$ cat config.mk
export PLATFORM = sky130hd
export DESIGN_NAME = csa_mp_sequencer_flat
export DESIGN_NICKNAME = d
export VERILOG_FILES = /design/src/rtl/csa_seq_pkg.sv /design/src/rtl/csa_mp_sequencer_if.sv /design/src/rtl/csa_adder_slice.sv /design/src/rtl/csa_mp_sequencer.sv /design/src/flat_wrapper.sv
export SDC_FILE = /design/constraint.sdc
export NUM_CORES = 1
export LEC_CHECK = 0
export BUFFER_PORTS_ARGS = -buffer_cell sky130_fd_sc_hd__buf_4
export CORE_MARGIN = 2
export CORE_UTILIZATION = 45
export CTS_BUF_LIST = sky130_fd_sc_hd__clkbuf_8 sky130_fd_sc_hd__clkbuf_16
export DETAILED_ROUTE_END_ITERATION = 7
export GPL_TIMING_DRIVEN = 1
export MAX_ROUTING_LAYER = met4
export PLACE_DENSITY = 0.76
export SETUP_SLACK_MARGIN = 0.02
export SYNTH_ARGS = -nofsm -noshare
export SYNTH_HDL_FRONTEND = slang
export SYNTH_SLANG_ARGS = --single-unit
$ cat constraint.sdc
create_clock -name clock -period 10.1 [get_ports clock]
set_input_delay 2.02 -clock clock [delete_from_list [all_inputs] [get_ports clock]]
set_output_delay 2.02 -clock clock [all_outputs]
set_load 0.01 [all_outputs]
$ cat src/rtl/csa_seq_pkg.sv
// Shared constants, FSM encoding and index-width helper for the multi-precision
// add/subtract sequencer.
package csa_seq_pkg;

  localparam int WORD_W_DEF    = 16;
  localparam int NUM_WORDS_DEF = 4;

  typedef enum logic [1:0] {
    IDLE = 2'd0,
    RUN  = 2'd1,
    DONE = 2'd2
  } state_t;

  // Never returns 0, so a one-word build still gets a 1-bit index register.
  function automatic int clog2(input int n);
    int r;
    r = 0;
    while ((1 << r) < n) r++;
    return (r < 1) ? 1 : r;
  endfunction

endpackage

$ cat src/rtl/csa_mp_sequencer_if.sv
// Operand/result handshake bundle between the ALU operand registers and the
// multi-precision sequencer.
interface csa_mp_sequencer_if #(
  parameter int OP_W = 64
);
  logic            start;
  logic            sub;
  logic [OP_W-1:0] op_a;
  logic [OP_W-1:0] op_b;
  logic            cin;
  logic            busy;
  logic            done;
  logic [OP_W-1:0] result;
  logic            cout;
  logic            overflow;

  modport master (
    output start, sub, op_a, op_b, cin,
    input  busy, done, result, cout, overflow
  );

  modport slave (
    input  start, sub, op_a, op_b, cin,
    output busy, done, result, cout, overflow
  );
endinterface

$ cat src/rtl/csa_adder_slice.sv
// Combinational WORD_W-bit carry-select adder: ripple low half, upper half
// precomputed for both carries and selected by the low-half carry-out.
module csa_adder_slice #(
  parameter int WORD_W = 16
) (
  input  logic [WORD_W-1:0] a,
  input  logic [WORD_W-1:0] b,
  input  logic              cin,
  output logic [WORD_W-1:0] sum,
  output logic              cout
);
  localparam int LO_W = WORD_W / 2;
  localparam int HI_W = WORD_W - LO_W;

  logic [LO_W:0] lo;
  logic [HI_W:0] hi0;
  logic [HI_W:0] hi1;

  assign lo  = {1'b0, a[LO_W-1:0]} + {1'b0, b[LO_W-1:0]} + {{LO_W{1'b0}}, cin};
  assign hi0 = {1'b0, a[WORD_W-1:LO_W]} + {1'b0, b[WORD_W-1:LO_W]};
  assign hi1 = {1'b0, a[WORD_W-1:LO_W]} + {1'b0, b[WORD_W-1:LO_W]} + {{HI_W{1'b0}}, 1'b1};

  assign sum[LO_W-1:0]             = lo[LO_W-1:0];
  assign {cout, sum[WORD_W-1:LO_W]} = lo[LO_W] ? hi1 : hi0;
endmodule

$ cat src/rtl/csa_mp_sequencer.sv
// Sequences one shared carry-select slice over NUM_WORDS words, LSW first.
// Optional build macro: CSA_SEQ_EARLY_EXIT_EN (stop once upper words are zero).
module csa_mp_sequencer
  import csa_seq_pkg::*;
#(
  parameter int WORD_W    = WORD_W_DEF,
  parameter int NUM_WORDS = NUM_WORDS_DEF
) (
  input  logic                clock,
  input  logic                reset,
  csa_mp_sequencer_if.slave   bus
);
  localparam int OP_W  = WORD_W * NUM_WORDS;
  localparam int IDX_W = clog2(NUM_WORDS);

  state_t            state_reg;
  logic [IDX_W-1:0]  idx_reg;
  logic              carry_reg;
  logic [OP_W-1:0]   a_reg;
  logic [OP_W-1:0]   b_reg;
  logic [OP_W-1:0]   result_reg;
  logic              cout_reg;
  logic              overflow_reg;
  logic              busy_reg;
  logic              done_reg;

  logic [WORD_W-1:0] a_word;
  logic [WORD_W-1:0] b_word;
  logic [WORD_W-1:0] slice_sum;
  logic              slice_cout;
  logic              last_word;
  logic              early_exit;

  assign a_word    = a_reg[int'(idx_reg) * WORD_W +: WORD_W];
  assign b_word    = b_reg[int'(idx_reg) * WORD_W +: WORD_W];
  assign last_word = (idx_reg == IDX_W'(NUM_WORDS - 1));

  csa_adder_slice #(.WORD_W(WORD_W)) u_slice (
    .a    (a_word),
    .b    (b_word),
    .cin  (carry_reg),
    .sum  (slice_sum),
    .cout (slice_cout)
  );

`ifdef CSA_SEQ_EARLY_EXIT_EN
  logic                 sub_reg;
  logic [NUM_WORDS-1:0] word_nz;

  for (genvar gi = 0; gi < NUM_WORDS; gi++) begin : g_word_nz
    assign word_nz[gi] = |{a_reg[gi*WORD_W +: WORD_W], b_reg[gi*WORD_W +: WORD_W]};
  end

  // Only words strictly above the current index matter.
  assign early_exit = !sub_reg && !slice_cout && (((word_nz >> idx_reg) >> 1) == '0);

  always_ff @(posedge clock or posedge reset) begin
    if (reset)
      sub_reg <= 1'b0;
    else if (state_reg == IDLE && bus.start)
      sub_reg <= bus.sub;
  end
`else
  assign early_exit = 1'b0;
`endif

  always_ff @(posedge clock or posedge reset) begin
    if (reset) begin
      state_reg    <= IDLE;
      idx_reg      <= '0;
      carry_reg    <= 1'b0;
      a_reg        <= '0;
      b_reg        <= '0;
      result_reg   <= '0;
      cout_reg     <= 1'b0;
      overflow_reg <= 1'b0;
      busy_reg     <= 1'b0;
      done_reg     <= 1'b0;
    end else begin
      case (state_reg)
        IDLE: begin
          if (bus.start) begin
            a_reg        <= bus.op_a;
            b_reg        <= bus.sub ? ~bus.op_b : bus.op_b;
            carry_reg    <= bus.sub ? 1'b1 : bus.cin;
            result_reg   <= '0;
            cout_reg     <= 1'b0;
            overflow_reg <= 1'b0;
            idx_reg      <= '0;
            busy_reg     <= 1'b1;
            state_reg    <= RUN;
          end
        end
        RUN: begin
          result_reg[int'(idx_reg) * WORD_W +: WORD_W] <= slice_sum;
          carry_reg <= slice_cout;
          if (last_word || early_exit) begin
            cout_reg     <= slice_cout;
            // An early exit leaves zero upper words, so no signed overflow.
            overflow_reg <= last_word &&
                            (a_reg[OP_W-1] == b_reg[OP_W-1]) &&
                            (slice_sum[WORD_W-1] != a_reg[OP_W-1]);
            busy_reg     <= 1'b0;
            done_reg     <= 1'b1;
            state_reg    <= DONE;
          end else begin
            idx_reg <= idx_reg + 1'b1;
          end
        end
        DONE: begin
          done_reg  <= 1'b0;
          state_reg <= IDLE;
        end
        default: begin
          busy_reg  <= 1'b0;
          done_reg  <= 1'b0;
          state_reg <= IDLE;
        end
      endcase
    end
  end

  assign bus.busy     = busy_reg;
  assign bus.done     = done_reg;
  assign bus.result   = result_reg;
  assign bus.cout     = cout_reg;
  assign bus.overflow = overflow_reg;
endmodule

$ cat src/flat_wrapper.sv
// flat-port wrapper written by rule: the top's interface ports become plain ports
module csa_mp_sequencer_flat import csa_seq_pkg::*;
#(
  parameter int WORD_W    = WORD_W_DEF,
  parameter int NUM_WORDS = NUM_WORDS_DEF
)
  (clock, reset, bus_start, bus_sub, bus_op_a, bus_op_b, bus_cin, bus_busy, bus_done, bus_result, bus_cout, bus_overflow);
  csa_mp_sequencer_if #(.OP_W(64)) bus_i ();
  input  logic clock;
  input  logic reset;
  input wire logic [$bits(bus_i.start)-1:0] bus_start;
  input wire logic [$bits(bus_i.sub)-1:0] bus_sub;
  input wire logic [$bits(bus_i.op_a)-1:0] bus_op_a;
  input wire logic [$bits(bus_i.op_b)-1:0] bus_op_b;
  input wire logic [$bits(bus_i.cin)-1:0] bus_cin;
  output wire logic [$bits(bus_i.busy)-1:0] bus_busy;
  output wire logic [$bits(bus_i.done)-1:0] bus_done;
  output wire logic [$bits(bus_i.result)-1:0] bus_result;
  output wire logic [$bits(bus_i.cout)-1:0] bus_cout;
  output wire logic [$bits(bus_i.overflow)-1:0] bus_overflow;
  assign bus_i.start = bus_start;
  assign bus_i.sub = bus_sub;
  assign bus_i.op_a = bus_op_a;
  assign bus_i.op_b = bus_op_b;
  assign bus_i.cin = bus_cin;
  assign bus_busy = bus_i.busy;
  assign bus_done = bus_i.done;
  assign bus_result = bus_i.result;
  assign bus_cout = bus_i.cout;
  assign bus_overflow = bus_i.overflow;
  csa_mp_sequencer #(.WORD_W(WORD_W), .NUM_WORDS(NUM_WORDS)) u_core (.clock(clock), .reset(reset), .bus(bus_i));
endmodule
==> reports/qor.yml <==
status: "completed"
syn_area_um2: 9520
power_leakage_nw: 5.80
ys_ff_latch: 201
drc: 0
fmax_ghz: 0.234
postCtsHoldBufs: 0
critical_path_buf_inv_count: 1
fin_tns_setup_ns: 0
synth_area_leaders: "dfrtp_1 (53%), nand2_1 (12%), mux4_2 (7.6%)"
worstPathRequired_ns: 10.54
drt_iter0_markers: 484
synth_area_per_cell_um2: 10.3
clk_latency_ns: 0.51
port_buffers: 200
overflow: 0
r2r_setup_slack_ns: 5.82
slew_headroom: 0.198
track_usage: 0.226
finalPower_mw: 4.34
die_width_um: 149
ir_drop_mv: 0.231
cts_tree: "yes"
maxSlewViolCount: 0
cts.sink_count: 201
whs_ns: 0.470
ys.flop_type: "dfrtp_1"
gp_congestion: 0.874
fin_crit_sh: 0.424
coreArea_um2: 20900
nNetsFinal: 1261
cp_slowest_stage_delay_ns: 0.73
grt_pass1_vias: 7090
setup_viol: 0
fp-row-count: 53
grt_pass1_wl_mm: 38.0
antenna_found_initial: 0
clock_skew_ns: 0.0171
cp_top_family: "compound AO/OA/AOI/OAI gates"
drv_cap: 0
crit_fanout: 22
worst_slew_pin_slew_ns: 1.19
cts_made_buffers: 21
worstSetupPathType: "flop to flop"
root_buffer: "clkbuf_16"
hpwlAfterDp_mm: 17.3
min_period_ns: 4.28
syn_nets: 1080
rsz0062_at_grt: "false"
yosysTopAreaCell: "dfrtp_1"
yosysWarnings: 0
fp.dieH_um: 149
netlist_instances: 924
slowest_stage: "dfrtp_2"
wirelength_mm: 24.3
synth_edf_count: 0
wire_per_inst_um: 17.4
cts_resized: 0
endpoint_kind: "flop"
initial_core_util: 0.456
ios: 201
final_hold_viol_count: 0
cp.arrival_ns: 4.72
cts_setup_buffers: 0
crit_chain: "buf_4 > mux4_2 > ha_1 > fa_1 > a211o_1 > a2111oi_0 > nand4_1 > xnor2_1 > a22o_1"
antenna_left: 0
vias: 7333
yosysUniqueCellTypes: 44
synth_top_area_share: 0.529
viasPerCell: 5.27
clk_pin_slew_ns: 0.06
final_cells: 1391
async_flop_share: 1.00
dp_cells: 1357
antenna_cells: 0
worstHoldPathType: "flop to flop"
power_density_nw_per_um2: 365
worstSetupStartpointType: "flop"
htreeDepth: 1
ys_seq_area_frac: 0.529
areaGrowthSynthToFinish_pct: 25.0
die_area_um2: 22300
first_pass_iters: 5
clk_path_buf_depth: 3
drive_gt1_frac: 0.254
grt_max_degree: 137
==> where the power goes <==
group / leakage (nW) / internal, mW / total (mW) / switching [mW]
Combinational: 2.89 / 0.927 / 2.26 / 1.33
Sequential: 2.58 / 1.14 / 1.36 / 0.215
Clock: 0.324 / 0.407 / 0.724 / 0.317
Total: 5.80 / 2.48 / 4.34 / 1.86
==> path summary, 6_finish.rpt <==
kind	startpoint	to	depth (start not counted)
worst min register to register	u_core.a_reg[42]	u_core.a_reg[42]	2
worst max-delay path	u_core.idx_reg[0]	u_core.bus.result[15]	9
min in group asynchronous	reset	u_core.bus.result[27]	2
worst min-delay path	u_core.a_reg[42]	u_core.a_reg[42]	2
worst max register to register	u_core.idx_reg[0]	u_core.bus.result[15]	9
max in group asynchronous	reset	u_core.idx_reg[0]	3
==> cell usage in the layout, fill, tap and decap left out, drive strengths merged, types with 2 or more instances in the layout <==
| cell type | count |
|---|---|
| nand2 | 293 |
| buf | 209 |
| dfrtp | 201 |
| o21ai | 100 |
| xnor2 | 70 |
| mux4 | 32 |
| a22o | 32 |
| clkbuf | 25 |
| ha | 20 |
| inv | 17 |
| a21oi | 15 |
| nor2 | 12 |
| nor3 | 9 |
| nand3 | 8 |
| xor2 | 7 |
| nand2b | 6 |
| a21o | 5 |
| a32o | 5 |
| or3 | 4 |
| clkinv | 4 |
| o21a | 3 |
| nand4 | 3 |
| a2111oi | 3 |
| and3 | 3 |
| fa | 3 |
| nor2b | 3 |
| a211oi | 3 |
| or3b | 3 |
| and2 | 2 |
| a211o | 2 |
| o21ba | 2 |
==> tightest hold or removal path, cell delays in order (launching register included) <==
cell and delay, ns:
dfrtp_1 0.34, nand2_1 0.05, nand2_1 0.05
==> logic make-up after synthesis <==
family                     share of synthesized area
DFF                                            0.529
muxes                                         0.0780
AOI/OAI and AO/OA                              0.116
and+or+nand+nor                                0.148
xor gates and xnor gates                      0.0709
buffers and inverters                         0.0254
adders and majority gates                     0.0326
==> Yosys cell counts (all sizes together) (9+ instances only) <==
library cell and number:
inv 13, o21ai 100, xnor2 70, a21oi 15, mux4 32, nor3 9
clkbuf 42, nor2 12, ha 20, a22o 32, nand2 293, dfrtp 201
buf 9
==> stage by stage <==
step / setup slack, ns / instance area [um2] / utilization
2_1_floorplan: 2.60 / 9520 / -
3_3_place_gp: 5.91 / 11300 / 0.539
3_5_place_dp: 5.81 / 11300 / 0.539
4_1_cts: 5.79 / 11900 / 0.569
5_1_grt: 5.45 / 11900 / 0.569
6_report: 5.82 / 11900 / 0.569
==> final cells by class <==
cell class	count	area, um2
Clock buffer	25	581
Inverter	13	56.3
Clock inverter	9	51.3
Tap cell	275	344
Sequential cell	201	5030
Multi-Input combinational cell	659	4260
Fill cell	1765	8990
Timing Repair Buffer	209	1570
==> metal layers <==
metal  share of wire  wire, um  track usage
met5               0         0            -
met4           0.032       780       0.0786
met3           0.066      1610       0.0293
met2            0.48     11600        0.350
met1            0.42     10300        0.308
Power figures use the tool's default switching activity.
